$ cat src/rtl/cpu_ctrl_if.sv
// Control-side bundle for cpu_ctrl: run/IR/flag/memory inputs and datapath/memory strobes.
// The illegal strobe exists only when CTRL_TRAP_EN is defined.
interface cpu_ctrl_if;
  logic       run;
  logic [3:0] opcode;
  logic [3:0] imed_reg;
  logic       zero_flag;
  logic       mem_ack;
  logic       mem_req;
  logic       mem_we;
  logic       load_ir;
  logic       pc_inc;
  logic       pc_load;
  logic [2:0] alu_op;
  logic       alu_src;
  logic       acc_we;
  logic       busy;
  logic       halted;
`ifdef CTRL_TRAP_EN
  logic       illegal;
`endif

  modport master (
`ifdef CTRL_TRAP_EN
    output illegal,
`endif
    input  run, opcode, imed_reg, zero_flag, mem_ack,
    output mem_req, mem_we, load_ir, pc_inc, pc_load, alu_op, alu_src, acc_we, busy, halted
  );

  modport slave (
`ifdef CTRL_TRAP_EN
    input  illegal,
`endif
    output run, opcode, imed_reg, zero_flag, mem_ack,
    input  mem_req, mem_we, load_ir, pc_inc, pc_load, alu_op, alu_src, acc_we, busy, halted
  );
endinterface

$ cat src/rtl/cpu_ctrl.sv
// Multi-cycle control FSM for the 8-bit core: fetch, decode, execute and memory sequencing.
// Optional CTRL_TRAP_EN builds a TRAP state that catches reserved opcodes C-E.
module cpu_ctrl (
  input logic       clk,
  input logic       rst,
  cpu_ctrl_if.master bus
);

  localparam logic [3:0] OpNop = 4'h0;
  localparam logic [3:0] OpLdi = 4'h1;
  localparam logic [3:0] OpAdd = 4'h2;
  localparam logic [3:0] OpSub = 4'h3;
  localparam logic [3:0] OpAnd = 4'h4;
  localparam logic [3:0] OpOr  = 4'h5;
  localparam logic [3:0] OpXor = 4'h6;
  localparam logic [3:0] OpMov = 4'h7;
  localparam logic [3:0] OpLd  = 4'h8;
  localparam logic [3:0] OpSt  = 4'h9;
  localparam logic [3:0] OpJmp = 4'hA;
  localparam logic [3:0] OpJz  = 4'hB;
  localparam logic [3:0] OpHlt = 4'hF;

  typedef enum logic [2:0] {
    StIdle,
    StFetch,
    StDecode,
    StExec,
    StMem,
`ifdef CTRL_TRAP_EN
    StTrap,
`endif
    StHalt
  } state_e;

  state_e state_q, state_d;

  logic       mem_req, mem_we, load_ir, pc_inc, pc_load;
  logic [2:0] alu_op;
  logic       alu_src, acc_we, busy, halted;
  logic       illegal;

  always_ff @(posedge clk) begin
    if (rst) begin
      state_q <= StIdle;
    end else begin
      state_q <= state_d;
    end
  end

  always_comb begin
    state_d = state_q;
    mem_req = 1'b0;
    mem_we  = 1'b0;
    load_ir = 1'b0;
    pc_inc  = 1'b0;
    pc_load = 1'b0;
    alu_op  = 3'd0;
    alu_src = 1'b0;
    acc_we  = 1'b0;
    busy    = 1'b0;
    halted  = 1'b0;
    illegal = 1'b0;
    unique case (state_q)
      StIdle: begin
        if (bus.run) state_d = StFetch;
      end
      StFetch: begin
        busy    = 1'b1;
        mem_req = 1'b1;
        if (bus.mem_ack) begin
          load_ir = 1'b1;
          pc_inc  = 1'b1;
          state_d = StDecode;
        end
      end
      StDecode: begin
        // IR contents only become valid here, so no strobes this cycle.
        busy = 1'b1;
        case (bus.opcode)
          OpHlt:       state_d = StHalt;
          OpLd, OpSt:  state_d = StMem;
`ifdef CTRL_TRAP_EN
          4'hC, 4'hD, 4'hE: state_d = StTrap;
`endif
          default:     state_d = StExec;
        endcase
      end
      StExec: begin
        busy = 1'b1;
        case (bus.opcode)
          OpLdi: begin
            alu_src = 1'b1;
            acc_we  = 1'b1;
          end
          OpMov: acc_we = 1'b1;
          OpAdd, OpSub, OpAnd, OpOr, OpXor: begin
            alu_op = 3'(bus.opcode - 4'd1);
            acc_we = 1'b1;
          end
          OpJmp:   pc_load = 1'b1;
          OpJz:    pc_load = bus.zero_flag;
          default: ;
        endcase
        state_d = bus.run ? StFetch : StIdle;
      end
      StMem: begin
        busy    = 1'b1;
        mem_req = 1'b1;
        mem_we  = (bus.opcode == OpSt);
        if (bus.mem_ack) begin
          acc_we  = (bus.opcode == OpLd);
          state_d = bus.run ? StFetch : StIdle;
        end
      end
      StHalt: begin
        halted = 1'b1;
      end
`ifdef CTRL_TRAP_EN
      StTrap: begin
        halted  = 1'b1;
        illegal = 1'b1;
      end
`endif
      default: state_d = StIdle;
    endcase
  end

  assign bus.mem_req = mem_req;
  assign bus.mem_we  = mem_we;
  assign bus.load_ir = load_ir;
  assign bus.pc_inc  = pc_inc;
  assign bus.pc_load = pc_load;
  assign bus.alu_op  = alu_op;
  assign bus.alu_src = alu_src;
  assign bus.acc_we  = acc_we;
  assign bus.busy    = busy;
  assign bus.halted  = halted;
`ifdef CTRL_TRAP_EN
  assign bus.illegal = illegal;
`else
  logic unused_illegal;
  assign unused_illegal = illegal ^ ^bus.imed_reg ^ OpNop[0];
`endif

endmodule

$ cat src/flat_wrapper.sv
// flat-port wrapper written by rule: the top's interface ports become plain ports
module cpu_ctrl_flat 
  (clk, rst, bus_run, bus_opcode, bus_imed_reg, bus_zero_flag, bus_mem_ack, bus_mem_req, bus_mem_we, bus_load_ir, bus_pc_inc, bus_pc_load, bus_alu_op, bus_alu_src, bus_acc_we, bus_busy, bus_halted);
  cpu_ctrl_if bus_i ();
  input logic clk;
  input logic rst;
  input wire logic [$bits(bus_i.run)-1:0] bus_run;
  input wire logic [$bits(bus_i.opcode)-1:0] bus_opcode;
  input wire logic [$bits(bus_i.imed_reg)-1:0] bus_imed_reg;
  input wire logic [$bits(bus_i.zero_flag)-1:0] bus_zero_flag;
  input wire logic [$bits(bus_i.mem_ack)-1:0] bus_mem_ack;
  output wire logic [$bits(bus_i.mem_req)-1:0] bus_mem_req;
  output wire logic [$bits(bus_i.mem_we)-1:0] bus_mem_we;
  output wire logic [$bits(bus_i.load_ir)-1:0] bus_load_ir;
  output wire logic [$bits(bus_i.pc_inc)-1:0] bus_pc_inc;
  output wire logic [$bits(bus_i.pc_load)-1:0] bus_pc_load;
  output wire logic [$bits(bus_i.alu_op)-1:0] bus_alu_op;
  output wire logic [$bits(bus_i.alu_src)-1:0] bus_alu_src;
  output wire logic [$bits(bus_i.acc_we)-1:0] bus_acc_we;
  output wire logic [$bits(bus_i.busy)-1:0] bus_busy;
  output wire logic [$bits(bus_i.halted)-1:0] bus_halted;
  assign bus_i.run = bus_run;
  assign bus_i.opcode = bus_opcode;
  assign bus_i.imed_reg = bus_imed_reg;
  assign bus_i.zero_flag = bus_zero_flag;
  assign bus_i.mem_ack = bus_mem_ack;
  assign bus_mem_req = bus_i.mem_req;
  assign bus_mem_we = bus_i.mem_we;
  assign bus_load_ir = bus_i.load_ir;
  assign bus_pc_inc = bus_i.pc_inc;
  assign bus_pc_load = bus_i.pc_load;
  assign bus_alu_op = bus_i.alu_op;
  assign bus_alu_src = bus_i.alu_src;
  assign bus_acc_we = bus_i.acc_we;
  assign bus_busy = bus_i.busy;
  assign bus_halted = bus_i.halted;
  cpu_ctrl u_core (.clk(clk), .rst(rst), .bus(bus_i));
endmodule
$ cat config.mk
export PLATFORM = sky130hd
export DESIGN_NAME = cpu_ctrl_flat
export DESIGN_NICKNAME = d
export VERILOG_FILES = /design/src/rtl/cpu_ctrl_if.sv /design/src/rtl/cpu_ctrl.sv /design/src/flat_wrapper.sv
export SDC_FILE = /design/constraint.sdc
export NUM_CORES = 1
export LEC_CHECK = 0
export CORE_UTILIZATION = 35
export DETAILED_ROUTE_END_ITERATION = 12
export PLACE_DENSITY = 0.71
export SYNTH_ARGS = -nofsm -noshare
export SYNTH_HDL_FRONTEND = slang
export SYNTH_SLANG_ARGS = --single-unit
$ cat constraint.sdc
create_clock -name clk -period 2.9 [get_ports clk]
set_clock_uncertainty 0.2 [all_clocks]
set_input_delay 0.29 -clock clk [delete_from_list [all_inputs] [get_ports clk]]
set_output_delay 0.29 -clock clk [all_outputs]
set_load 0.02 [all_outputs]
==> reports/results.ini <==
[outcome]
status = finished clean

[timing]
fin_setup_tns_ns = 0
worst_hold_slack_ns = 0.442
rsz0062_at_grt = no
finalSetupViolCount = 0
min_period_ns = 2.79
fin_ws_ns = 0.115
period_share = 0.960
max_freq_mhz = 359
drv_slew = 0
slew_headroom = 0.673
worstMarginPinSlew_ns = 0.490
final_hold_viol_count = 0

[synthesis]
synth_nets = 84
syn_avg_cell_area_um2 = 8.01
synth_cell_types = 33
synthFlopType = dfxtp_1
ys_seq_elements = 3
yosys_warnings = 0
postSynthCellCount = 65
syn_area_um2 = 520
async_flop_share = 0
ys_seq_area_frac = 0.115
synth-edff-count = 0

[global_route]
grt_usage = 0.165
grt_max_degree = 12
grt-ovfl-total = 0
grt_pass1_wl_um = 1810
grt_pass1_vias = 440
grt_antenna_before_repair = 0

[routing]
ant_nets = 0
vias = 516
via_per_inst = 5.21
routed_wl_um = 1130
post_drt_wl_per_cell_um = 11.4
drcViolationCount = 0
firstDrtPassIters = 4
drt_iter0_drc = 22

[critical_path]
cpMaxStageDelayCell = clkdlybuf4s50_1
crit_top_cell = clkdlybuf4s50_1
path_class = input pin to output pin
endpoint_kind = output pin
worst_setup_path_start_kind = input pin
max_stage_delay_ns = 0.56
cp_cell_sequence = clkdlybuf4s50_1 > inv_1 > ha_1 > nor3b_1 > o21ai_1 > a32o_1 > clkdlybuf4s50_1
required_ns = 2.41
worstPathArrival_ns = 2.30
cp_max_fo = 5

[final_layout]
largest_reg_flops = 3
fillers = 133
regArea_um2 = 60.1
drive_gt1_frac = 0.179
multiInputGateArea_um2 = 400
diodes = 0
largestRegisters = u_core.state_q: 3 flops
syn_to_final_growth_pct = 39.2
nNetsFinal = 104
largest-register = u_core.state_q

[clocking]
clock_latency_ns = 0.23
cts_setup_buffers = 0
root_buffer = clkbuf_4
htree_levels = 1
cts_buffers = 3
tritoncts = built
clock-sinks = 3
clockBufferDepth = 2
clk_pin_slew_ns = 0.04

[placement]
place_ws_ns = 0.0712
io_buffer_count = 20
dp_hpwl_um = 915
finalWeightedCongestion = 0.772

[power]
power_leakage_nw = 0.303
power.internal_mw = 0.181
p_clk_frac = 0.242
seq_power_share = 0.243
pwr_density_cell_nw_per_um2 = 420
p_switching_mw = 0.124
report.power.total_mw = 0.304
power_frac_comb = 0.515
switching_share = 0.406
peakVddDrop_mv = 0.189

[run]
drv_cap = 0

[floorplanning]
design.portCount = 25
die_w_um = 40.6
die_area_um2 = 1650
initial_utilization = 0.386
dieHeight_um = 40.6
coreArea_um2 = 1350
rows = 13

[worst_hold_path]
holdCritPathClass = input pin to register

-- path summary, 6_finish.rpt --
path                                     to  cells past startpoint  slack, ns                      startpoint
max                              bus_acc_we                      7       0.11                   bus_opcode[0]
min          u_core.state_q[2]$_SDFFE_PP0P_                      2       0.44                             rst
min reg2reg  u_core.state_q[1]$_SDFFE_PP0P_                      1       0.46  u_core.state_q[2]$_SDFFE_PP0P_
max reg2reg  u_core.state_q[0]$_SDFFE_PP0P_                      4       1.35  u_core.state_q[0]$_SDFFE_PP0P_
-- power by group through the flow --
stage / registers [mW] / clock network (mW) / logic, mW
global route: 0.0758 / 0.0816 / 0.174
floorplan: 0.0530 / 0 / 0.135
CTS: 0.0740 / 0.0756 / 0.157
finish: 0.0739 / 0.0735 / 0.157
detailed placement: 0.0746 / 0 / 0.157
global placement: 0.0744 / 0 / 0.155
-- cells in the mapped netlist (2+ instances only) --
master	count	area share
a21oi_1	3	0.029
buf_4	3	0.043
buf_6	2	0.043
dfxtp_1	3	0.12
ha_1	6	0.14
inv_1	4	0.029
nor2_1	10	0.072
nor2_2	2	0.024
nor2b_1	2	0.024
nor3_1	2	0.019
nor3b_2	2	0.048
o21ai_0	2	0.019
o21ai_1	2	0.019
xnor2_1	3	0.050
-- metal layers --
metal | track usage | routed length (um) | vias to the layer above
met5 | 0 | 0 | -
met4 | 0.0750 | 15 | 0
met3 | 0.0167 | 28 | 2
met2 | 0.246 | 545 | 11
met1 | 0.234 | 543 | 240
li1 | - | - | 263
-- logic make-up (layout without fill, tap and decap cells) --
group,count (synthesis),in the layout,share of synthesized area
AOI/OAI and AO/OA,16,16,0.231
xor gates and xnor gates,3,3,0.0505
adders and majority gates,6,6,0.144
buffers and inverters,10,29,0.123
DFF,3,3,0.115
and+or+nand+nor,27,27,0.337
-- critical path, delay by kind of cell --
| kind | cells | cell delay (ns) |
|---|---|---|
| AND/OR/NAND/NOR | 1 | 0.25 |
| AO/OA/AOI/OAI | 2 | 0.30 |
| buffers and inverters | 3 | 1.21 |
| adder cells (fa/ha/maj) | 1 | 0.25 |
-- layout by cell type, fill, tap and decap left out, drive strengths merged --
| master | count |
|---|---|
| clkbuf | 4 |
| and3 | 1 |
| nor2b | 2 |
| a211oi | 1 |
| nand2 | 2 |
| nor4 | 1 |
| nor2 | 12 |
| a21oi | 3 |
| o211a | 1 |
| a31oi | 1 |
| nor3b | 3 |
| o32ai | 1 |
| xnor2 | 3 |
| o21bai | 1 |
| a211o | 1 |
| dfxtp | 3 |
| nor3 | 2 |
| nor4b | 1 |
| a32o | 1 |
| o21ai | 5 |
| nand3b | 1 |
| inv | 5 |
| and2 | 1 |
| clkdlybuf4s50 | 20 |
| ha | 6 |
| nand2b | 1 |
| a31o | 1 |
-- layout make-up --
cell class                      count  area share
Multi-Input combinational cell     52       0.553
Tap cell                           15      0.0259
Inverter                            5      0.0259
Sequential cell                     3      0.0829
Timing Repair Buffer               20       0.276
Clock buffer                        4      0.0363
-- per-stage QoR --
step | instance area, um2 | instances | utilization
4_1_cts | 721 | 99 | 0.534
2_1_floorplan | 520 | 65 | -
5_1_grt | 724 | 99 | 0.537
6_report | 724 | 99 | 0.537
3_5_place_dp | 694 | 95 | 0.514
3_3_place_gp | 694 | 95 | 0.514
-- timing repair --
action,CTS,global route
hold buffers,0,0
setup endpoints to repair,0,3
resized for setup,0,1
Note: power is estimated with default switching activity, not from simulation.
